--- config.mk ---
export PLATFORM = sky130hd
export DESIGN_NAME = uart_rx
export DESIGN_NICKNAME = d
export VERILOG_FILES = /design/src/rtl/uart_rx.sv
export SDC_FILE = /design/constraint.sdc
export NUM_CORES = 1
export LEC_CHECK = 0
export BUFFER_PORTS_ARGS = -buffer_cell sky130_fd_sc_hd__clkbuf_2
export CORE_UTILIZATION = 60
export DETAILED_ROUTE_END_ITERATION = 10
export HOLD_SLACK_MARGIN = 0.03
export PLACE_DENSITY = 0.81
export SLEW_MARGIN = 20
export SYNTH_ARGS = -nofsm -noshare
export SYNTH_HDL_FRONTEND = slang
export SYNTH_SLANG_ARGS = --single-unit
--- constraint.sdc ---
create_clock -name clock_i -period 7.65 [get_ports clock_i]
set_clock_uncertainty 0.1 [all_clocks]
set_input_delay 1.53 -clock clock_i [delete_from_list [all_inputs] [get_ports clock_i]]
set_output_delay 1.53 -clock clock_i [all_outputs]
set_load 0.02 [all_outputs]
--- src/rtl/uart_rx.sv ---
// uart_rx: 8-bit serial receiver with optional even/odd parity, one or two
// stop bits and a runtime per-bit clock divider. serial_i is synchronized,
// each frame is mid-bit sampled, and the byte is presented with a one-cycle
// valid_o pulse together with parity and framing status.
module uart_rx #(
  parameter int unsigned SYNC_STAGES = 2
) (
  input  logic       clock_i,
  input  logic       reset_i,
  input  logic       two_stop_bits_i,
  input  logic       parity_bit_i,
  input  logic       parity_even_i,
  input  logic [7:0] clock_divider_i,
  input  logic       serial_i,
  output logic [7:0] data_o,
  output logic       valid_o,
  output logic       parity_error_o,
  output logic       frame_error_o,
  output logic       busy_o
);

  typedef enum logic [2:0] {
    S_IDLE,
    S_START,
    S_DATA,
    S_PARITY,
    S_STOP1,
    S_STOP2,
    S_DONE
  } state_t;

  // Synchronizer chain; the line idles high so the flops reset to 1.
  logic [SYNC_STAGES-1:0] r_sync;
  logic                   w_rx;

  // Frame state and per-frame latched configuration.
  state_t     r_state;
  logic [7:0] r_cnt;
  logic [7:0] r_div;
  logic [7:0] r_shift;
  logic [2:0] r_idx;
  logic       r_armed;
  logic       r_par_en;
  logic       r_par_even;
  logic       r_two_stop;
  logic       r_perr;
  logic       r_ferr;

  // Registered outputs.
  logic [7:0] r_data;
  logic       r_valid;
  logic       r_parity_error;
  logic       r_frame_error;
  logic       r_busy;

  logic [7:0] w_half_m1;
  logic [7:0] w_bit_m1;
  logic       w_start_hit;
  logic       w_bit_hit;

  assign w_rx        = r_sync[SYNC_STAGES-1];
  assign w_half_m1   = {1'b0, r_div[7:1]} - 8'd1;
  assign w_bit_m1    = r_div - 8'd1;
  assign w_start_hit = (r_cnt == w_half_m1);
  assign w_bit_hit   = (r_cnt == w_bit_m1);

  assign data_o         = r_data;
  assign valid_o        = r_valid;
  assign parity_error_o = r_parity_error;
  assign frame_error_o  = r_frame_error;
  assign busy_o         = r_busy;

  // Shift the asynchronous serial line through the metastability flops.
  always_ff @(posedge clock_i or posedge reset_i) begin
    if (reset_i) begin
      r_sync <= '1;
    end else begin
      r_sync <= {r_sync[SYNC_STAGES-2:0], serial_i};
    end
  end

  // Receive state machine: start detection, mid-bit sampling, delivery.
  always_ff @(posedge clock_i or posedge reset_i) begin
    if (reset_i) begin
      r_state        <= S_IDLE;
      r_cnt          <= '0;
      r_div          <= '0;
      r_shift        <= '0;
      r_idx          <= '0;
      r_armed        <= 1'b0;
      r_par_en       <= 1'b0;
      r_par_even     <= 1'b0;
      r_two_stop     <= 1'b0;
      r_perr         <= 1'b0;
      r_ferr         <= 1'b0;
      r_data         <= '0;
      r_valid        <= 1'b0;
      r_parity_error <= 1'b0;
      r_frame_error  <= 1'b0;
      r_busy         <= 1'b0;
    end else begin
      r_valid <= 1'b0;
      case (r_state)
        S_IDLE: begin
          if (!r_armed) begin
            r_armed <= w_rx;
          end else if (!w_rx) begin
            r_state    <= S_START;
            r_cnt      <= '0;
            r_busy     <= 1'b1;
            r_armed    <= 1'b0;
            r_div      <= clock_divider_i;
            r_par_en   <= parity_bit_i;
            r_par_even <= parity_even_i;
            r_two_stop <= two_stop_bits_i;
            r_perr     <= 1'b0;
            r_ferr     <= 1'b0;
          end
        end
        S_START: begin
          if (w_start_hit) begin
            r_cnt <= '0;
            if (w_rx) begin
              r_state <= S_IDLE;
              r_busy  <= 1'b0;
            end else begin
              r_state <= S_DATA;
              r_idx   <= '0;
            end
          end else begin
            r_cnt <= r_cnt + 8'd1;
          end
        end
        S_DATA: begin
          if (w_bit_hit) begin
            r_cnt   <= '0;
            r_shift <= {w_rx, r_shift[7:1]};
            r_idx   <= r_idx + 3'd1;
            if (r_idx == 3'd7) begin
              r_state <= r_par_en ? S_PARITY : S_STOP1;
            end
          end else begin
            r_cnt <= r_cnt + 8'd1;
          end
        end
        S_PARITY: begin
          if (w_bit_hit) begin
            r_cnt   <= '0;
            r_perr  <= (^r_shift) ^ w_rx ^ ~r_par_even;
            r_state <= S_STOP1;
          end else begin
            r_cnt <= r_cnt + 8'd1;
          end
        end
        S_STOP1: begin
          if (w_bit_hit) begin
            r_cnt   <= '0;
            r_ferr  <= r_ferr | ~w_rx;
            r_state <= r_two_stop ? S_STOP2 : S_DONE;
          end else begin
            r_cnt <= r_cnt + 8'd1;
          end
        end
        S_STOP2: begin
          if (w_bit_hit) begin
            r_cnt   <= '0;
            r_ferr  <= r_ferr | ~w_rx;
            r_state <= S_DONE;
          end else begin
            r_cnt <= r_cnt + 8'd1;
          end
        end
        S_DONE: begin
          r_data         <= r_shift;
          r_parity_error <= r_perr;
          r_frame_error  <= r_ferr;
          r_valid        <= 1'b1;
          r_busy         <= 1'b0;
          r_state        <= S_IDLE;
          // Arm from the line level seen during this cycle (still inside the
          // stop bit) so a start edge right after the stop midpoint is caught
          // at div=4; a low stop / break leaves the receiver disarmed.
          r_armed        <= w_rx;
        end
        default: begin
          r_state <= S_IDLE;
          r_busy  <= 1'b0;
        end
      endcase
    end
  end

endmodule

* Word level (Yosys, flattened, before mapping)
Cells that the tools add are included.
** Cells by class
- $add $sub $neg :: 4
- Equality and inequality tests :: 20
- Mux-type cells :: 36
- Bitwise logic cells :: 6
- Reductions and logical operators :: 17
** Operators with widths (count)
- 2-to-1 mux 3 bit :: 12
- 2-to-1 mux 8 bit :: 4
- one-hot mux 8 bit (3 select lines) :: 1
- != test 2 bit (second input constant) :: 10
- one-hot mux 3 bit (6 select lines) :: 1
- == test 8 bit :: 2
- == test 3 bit (second input constant) :: 4
- AND reduction 4 bit :: 3
- 2-to-1 mux 1 bit :: 11
- adder 8 x 1 -> 8 bit (second input constant) :: 1
- AND reduction 8 bit :: 1
- nonzero test 2 bit :: 4
- XOR reduction 8 bit :: 1
- subtractor 7 x 1 -> 8 bit (second input constant) :: 1
- subtractor 8 x 1 -> 8 bit (second input constant) :: 1
- == test 3 x 2 -> 1 bit (second input constant) :: 2
- one-hot mux 1 bit (2 select lines) :: 3
- one-hot mux 3 bit (2 select lines) :: 1
- AND reduction 3 bit :: 2
- AND reduction 5 bit :: 1
- 2-to-1 mux 2 bit :: 2
- OR reduction 4 bit :: 1
- adder 3 x 1 -> 3 bit (second input constant) :: 1
- == test 3 x 1 -> 1 bit (second input constant) :: 1
- other kinds (9) :: 12
** Word-level totals
- Bits in registers :: 50
- Input port bits :: 14
- Output and inout bits :: 12
- Logic and storage cells :: 100

* Depth between registers and ports, before layout
- Depth after elaboration :: 5
- Depth in mapped cells :: 11
- Gate-level depth less buffers :: 9

* Worst setup path before layout
No wires, ideal clock.
- Path kind :: register to register
- From :: register r_div[1]
- To :: register r_shift[0]
- Library setup time :: 0.128 ns
- Arrival :: 2.204 ns
- Data required time :: 7.422 ns
- Setup slack :: 5.218 ns
- Cell stages (with the launch flop) :: 10
- Clock period less this slack :: 2.432 ns
- Cell sequence :: dfrtp_1 inv_1 ha_1 buf_2 nor4b_1 xnor2_1 o2111ai_1 nor3_1 nand2_1 mux2_1
** Between the ends
- Cells in the longest elaborated chain, start to end :: 3
** RTL lines
- from (decl) :: line 39 : logic [7:0] r_div;
- from (signal assigned) :: line 112 : r_div <= clock_divider_i;
- subtractor 8 x 1 -> 8 bit :: line 63 : assign w_bit_m1 = r_div - 8'd1;
- == test 8 bit :: line 65 : assign w_bit_hit = (r_cnt == w_bit_m1);
- AND reduction 2 bit (no source line)
- to (signal assigned) :: line 137 : r_shift <= {w_rx, r_shift[7:1]};
- to (decl) :: line 40 : logic [7:0] r_shift;
No other way between the ends.
A chain may end at the register's enable or synchronous reset.

* Final worst setup path
- From :: register r_div[1]
- To :: register r_idx[0]
** Between the ends
- Cells in the longest elaborated chain, start to end :: 4
** RTL lines
- subtractor 8 x 1 -> 8 bit / subtractor 7 x 1 -> 8 bit (equally long branches) :: line 63, 62
- == test 8 bit (on tied branches) :: line 65, 64
- != test 2 bit (no source line)
- AND reduction 4 bit (no source line) *
- to (signal assigned) :: line 138 : r_idx <= r_idx + 3'd1;
- to (decl) :: line 41 : logic [2:0] r_idx;
Mark *: on every way between the ends. The rest lies on a longest branch, timed or not.

==> metrics.cfg <==
[finish]
finish.utilization=0.677
syn2layout_area_growth_pct=8.38
diodes=0
layout-drive-gt1-share=0.199
nets=305

[worst_setup_path]
critPathLaunchType=register
worst-path-buf-inv=1
worstPathMaxFanout=9
max_stage_delay_ns=0.45
crit_arrival_ns=2.95
path_cells=inv_1 > ha_1 > nor4b_1 > xnor2_1 > o2111ai_1 > nor3_1 > nand2_1 > a21oi_1 > a21oi_1
crit_type=register to register
critPathTopFamily=simple AND/OR/NAND/NOR gates
setup.worst_path.end_class=register
crit_required_ns=7.74
cpMostUsedCell=a21oi_1
crit_slowest_cell=dfrtp_1

[power]
design_power_total_uw=969
power.density_nw_per_um2=329
peakVddDrop_mv=0.167
pwr-share-clk=0.165
leakage_nw=1.41
power_frac_seq=0.429
p_sw_frac=0.402
combPwrFrac=0.405
p_int_uw=580
p_switching_uw=389

[timing]
finalSetupTns_ns=0
slew_violations=0
final.setup.worst_slack_ns=4.79
max_slew_margin=0.432
setup_violations=0
rsz0062_at_grt=false
fmax_mhz=349
finalHoldViolations=0
min_period_ns=2.86
finalCritPeriodShare=0.374
worstMarginPinSlew_ns=0.851

[global_route]
gr-total-overflow=0
grt_max_degree=51
grt_use_total=0.226
antenna_found_initial=0
grt_first_pass_wirelength_mm=8.64
grt_pass1_vias=1804

[logic_synthesis]
syn_area_um2=2720
synth_top_area_frac=0.442
ys_top_cells_by_area=dfrtp_1 (44%), xnor2_1 (6.4%), mux2_2 (5.8%), nand2_1 (5.1%), xor2_1 (3.9%)
syn_avg_cell_area_um2=10.2
ys_ff_latch=50
yosysUniqueCellTypes=46
synth-edff-count=0
yosysTopAreaCell=dfrtp_1
async_reset_ff_frac=1.00
yosysSeqAreaShare=0.461
syn_inst=266
synth_ff_type=dfrtp_1
synth_common_cells=dfrtp_1 (48), nand2_1 (37), xnor2_1 (20), mux2_2 (14)
yosysWarnings=0
yosysMostFrequentCell=dfrtp_1
synth_nets=285

[clock_tree]
cts_max_level=2
clk_path_buf_depth=2
clock_latency_ns=0.31
clk_pin_slew_ns=0.09
numCtsBuffers=5
cts_root_buf=clkbuf_8
post-cts-setup-buffers=0
cts_tree=yes
post_cts_resized=0
cts_hold_buf=0
clock_sinks=50

[floorplanning]
initial_core_util=0.624
die-area_um2=4800
dieWidth_um=69.3
coreArea_um2=4350
rows=24
pin_count=26
die_h_um=69.3

[placement]
pre_cts_slack_ns=4.87
io_buffers=25
dp_hpwl_mm=3.37
routabilityCongestion=0.856

[routing]
wl_per_cell_um=14.2
drt_wl_total_mm=4.83
drtPass1Iterations=4
ant_nets=0
drt_iter0_drc=139
drc=0
vias=1928
viasPerCell=5.69

[status]
status=completed

[run]
cap_violations=0

[hold_path]
min_path_type=register to register

## logic make-up after synthesis
group	Yosys count	synth area share
muxes	24	0.0985
buffers and inverters	25	0.0396
xor gates and xnor gates	32	0.103
DFF	50	0.461
adders and majority gates	5	0.0230
and+or+nand+nor	89	0.162
AOI/OAI and AO/OA	41	0.112
## cells in the final DEF (no fill, tap or decap), types with 2 or more instances in the layout
master / count
and3_1: 4
a22o_1: 2
inv_1: 11
xnor2_1: 20
o21ai_1: 9
ha_1: 5
dfstp_2: 2
inv_6: 2
mux2i_1: 2
nor2b_1: 2
clkbuf_8: 5
xor2_1: 12
a21oi_1: 10
a221oi_1: 2
nand3_1: 10
o21ba_1: 2
o21a_1: 3
nor2_1: 11
mux2_2: 14
a41oi_1: 2
nand2_1: 37
nor3_1: 9
dfrtp_1: 48
mux2_1: 8
nand2b_1: 7
clkbuf_2: 25
nor3_2: 2
## registers in the layout (all words and copies together) (netlist names)
name,count
r_armed,1
frame_error_o,1
busy_o,1
r_idx,3
valid_o,1
r_two_stop,1
r_ferr,1
r_par_en,1
data_o,8
r_state,3
r_perr,1
r_par_even,1
r_shift,8
parity_error_o,1
r_sync,2
r_div,8
r_cnt,8
## through the flow
step                hold slack [ns]  instance area [um2]  std cells
finish                        0.260                 2950        339
global route                  0.266                 2950        339
CTS                           0.261                 2950        339
detailed placement            0.247                 2850        331
global placement              0.246                 2850        331
floorplan                     0.245                 2720        266
## layer usage
layer  vias up  share of wire  track usage
li1        956              -            -
met1       915           0.49        0.332
met2        51           0.45        0.343
met3         6          0.048       0.0436
met4         0          0.012       0.0612
met5         -              0            0
## power by group through the flow
stage	clock network [mW]	logic [mW]	registers, mW
6_report	0.160	0.393	0.416
5_1_grt	0.173	0.440	0.428
4_1_cts	0.165	0.394	0.414
3_5_place_dp	0	0.388	0.420
3_3_place_gp	0	0.380	0.418
2_1_floorplan	0	0.370	0.374
## worst paths after layout
check	end	start	cells past startpoint	slack, ns
hold reg to reg	r_sync[1]$_DFF_PP1_	r_sync[0]$_DFF_PP1_	0	0.26
min in group asynchronous	r_div[4]$_DFFE_PP0P_	reset_i	2	1.23
setup reg to reg	r_idx[0]$_DFFE_PP0P_	r_div[1]$_DFFE_PP0P_	9	4.79
max in group asynchronous	r_div[0]$_DFFE_PP0P_	reset_i	2	5.70
setup / recovery	r_idx[0]$_DFFE_PP0P_	r_div[1]$_DFFE_PP0P_	9	4.79
hold / removal	r_sync[1]$_DFF_PP1_	r_sync[0]$_DFF_PP1_	0	0.26
## cell type report
| class | instances | area [um2] |
|---|---|---|
| clock buffers | 5 | 68.8 |
| clock inverters | 3 | 26.3 |
| fillers | 327 | 1410 |
| inverters | 13 | 50.0 |
| multi-input cells | 191 | 1360 |
| flip-flops and latches | 50 | 1250 |
| well taps | 52 | 65.1 |
| repair buffers | 25 | 125 |
Note: power is estimated with default switching activity, not from simulation.
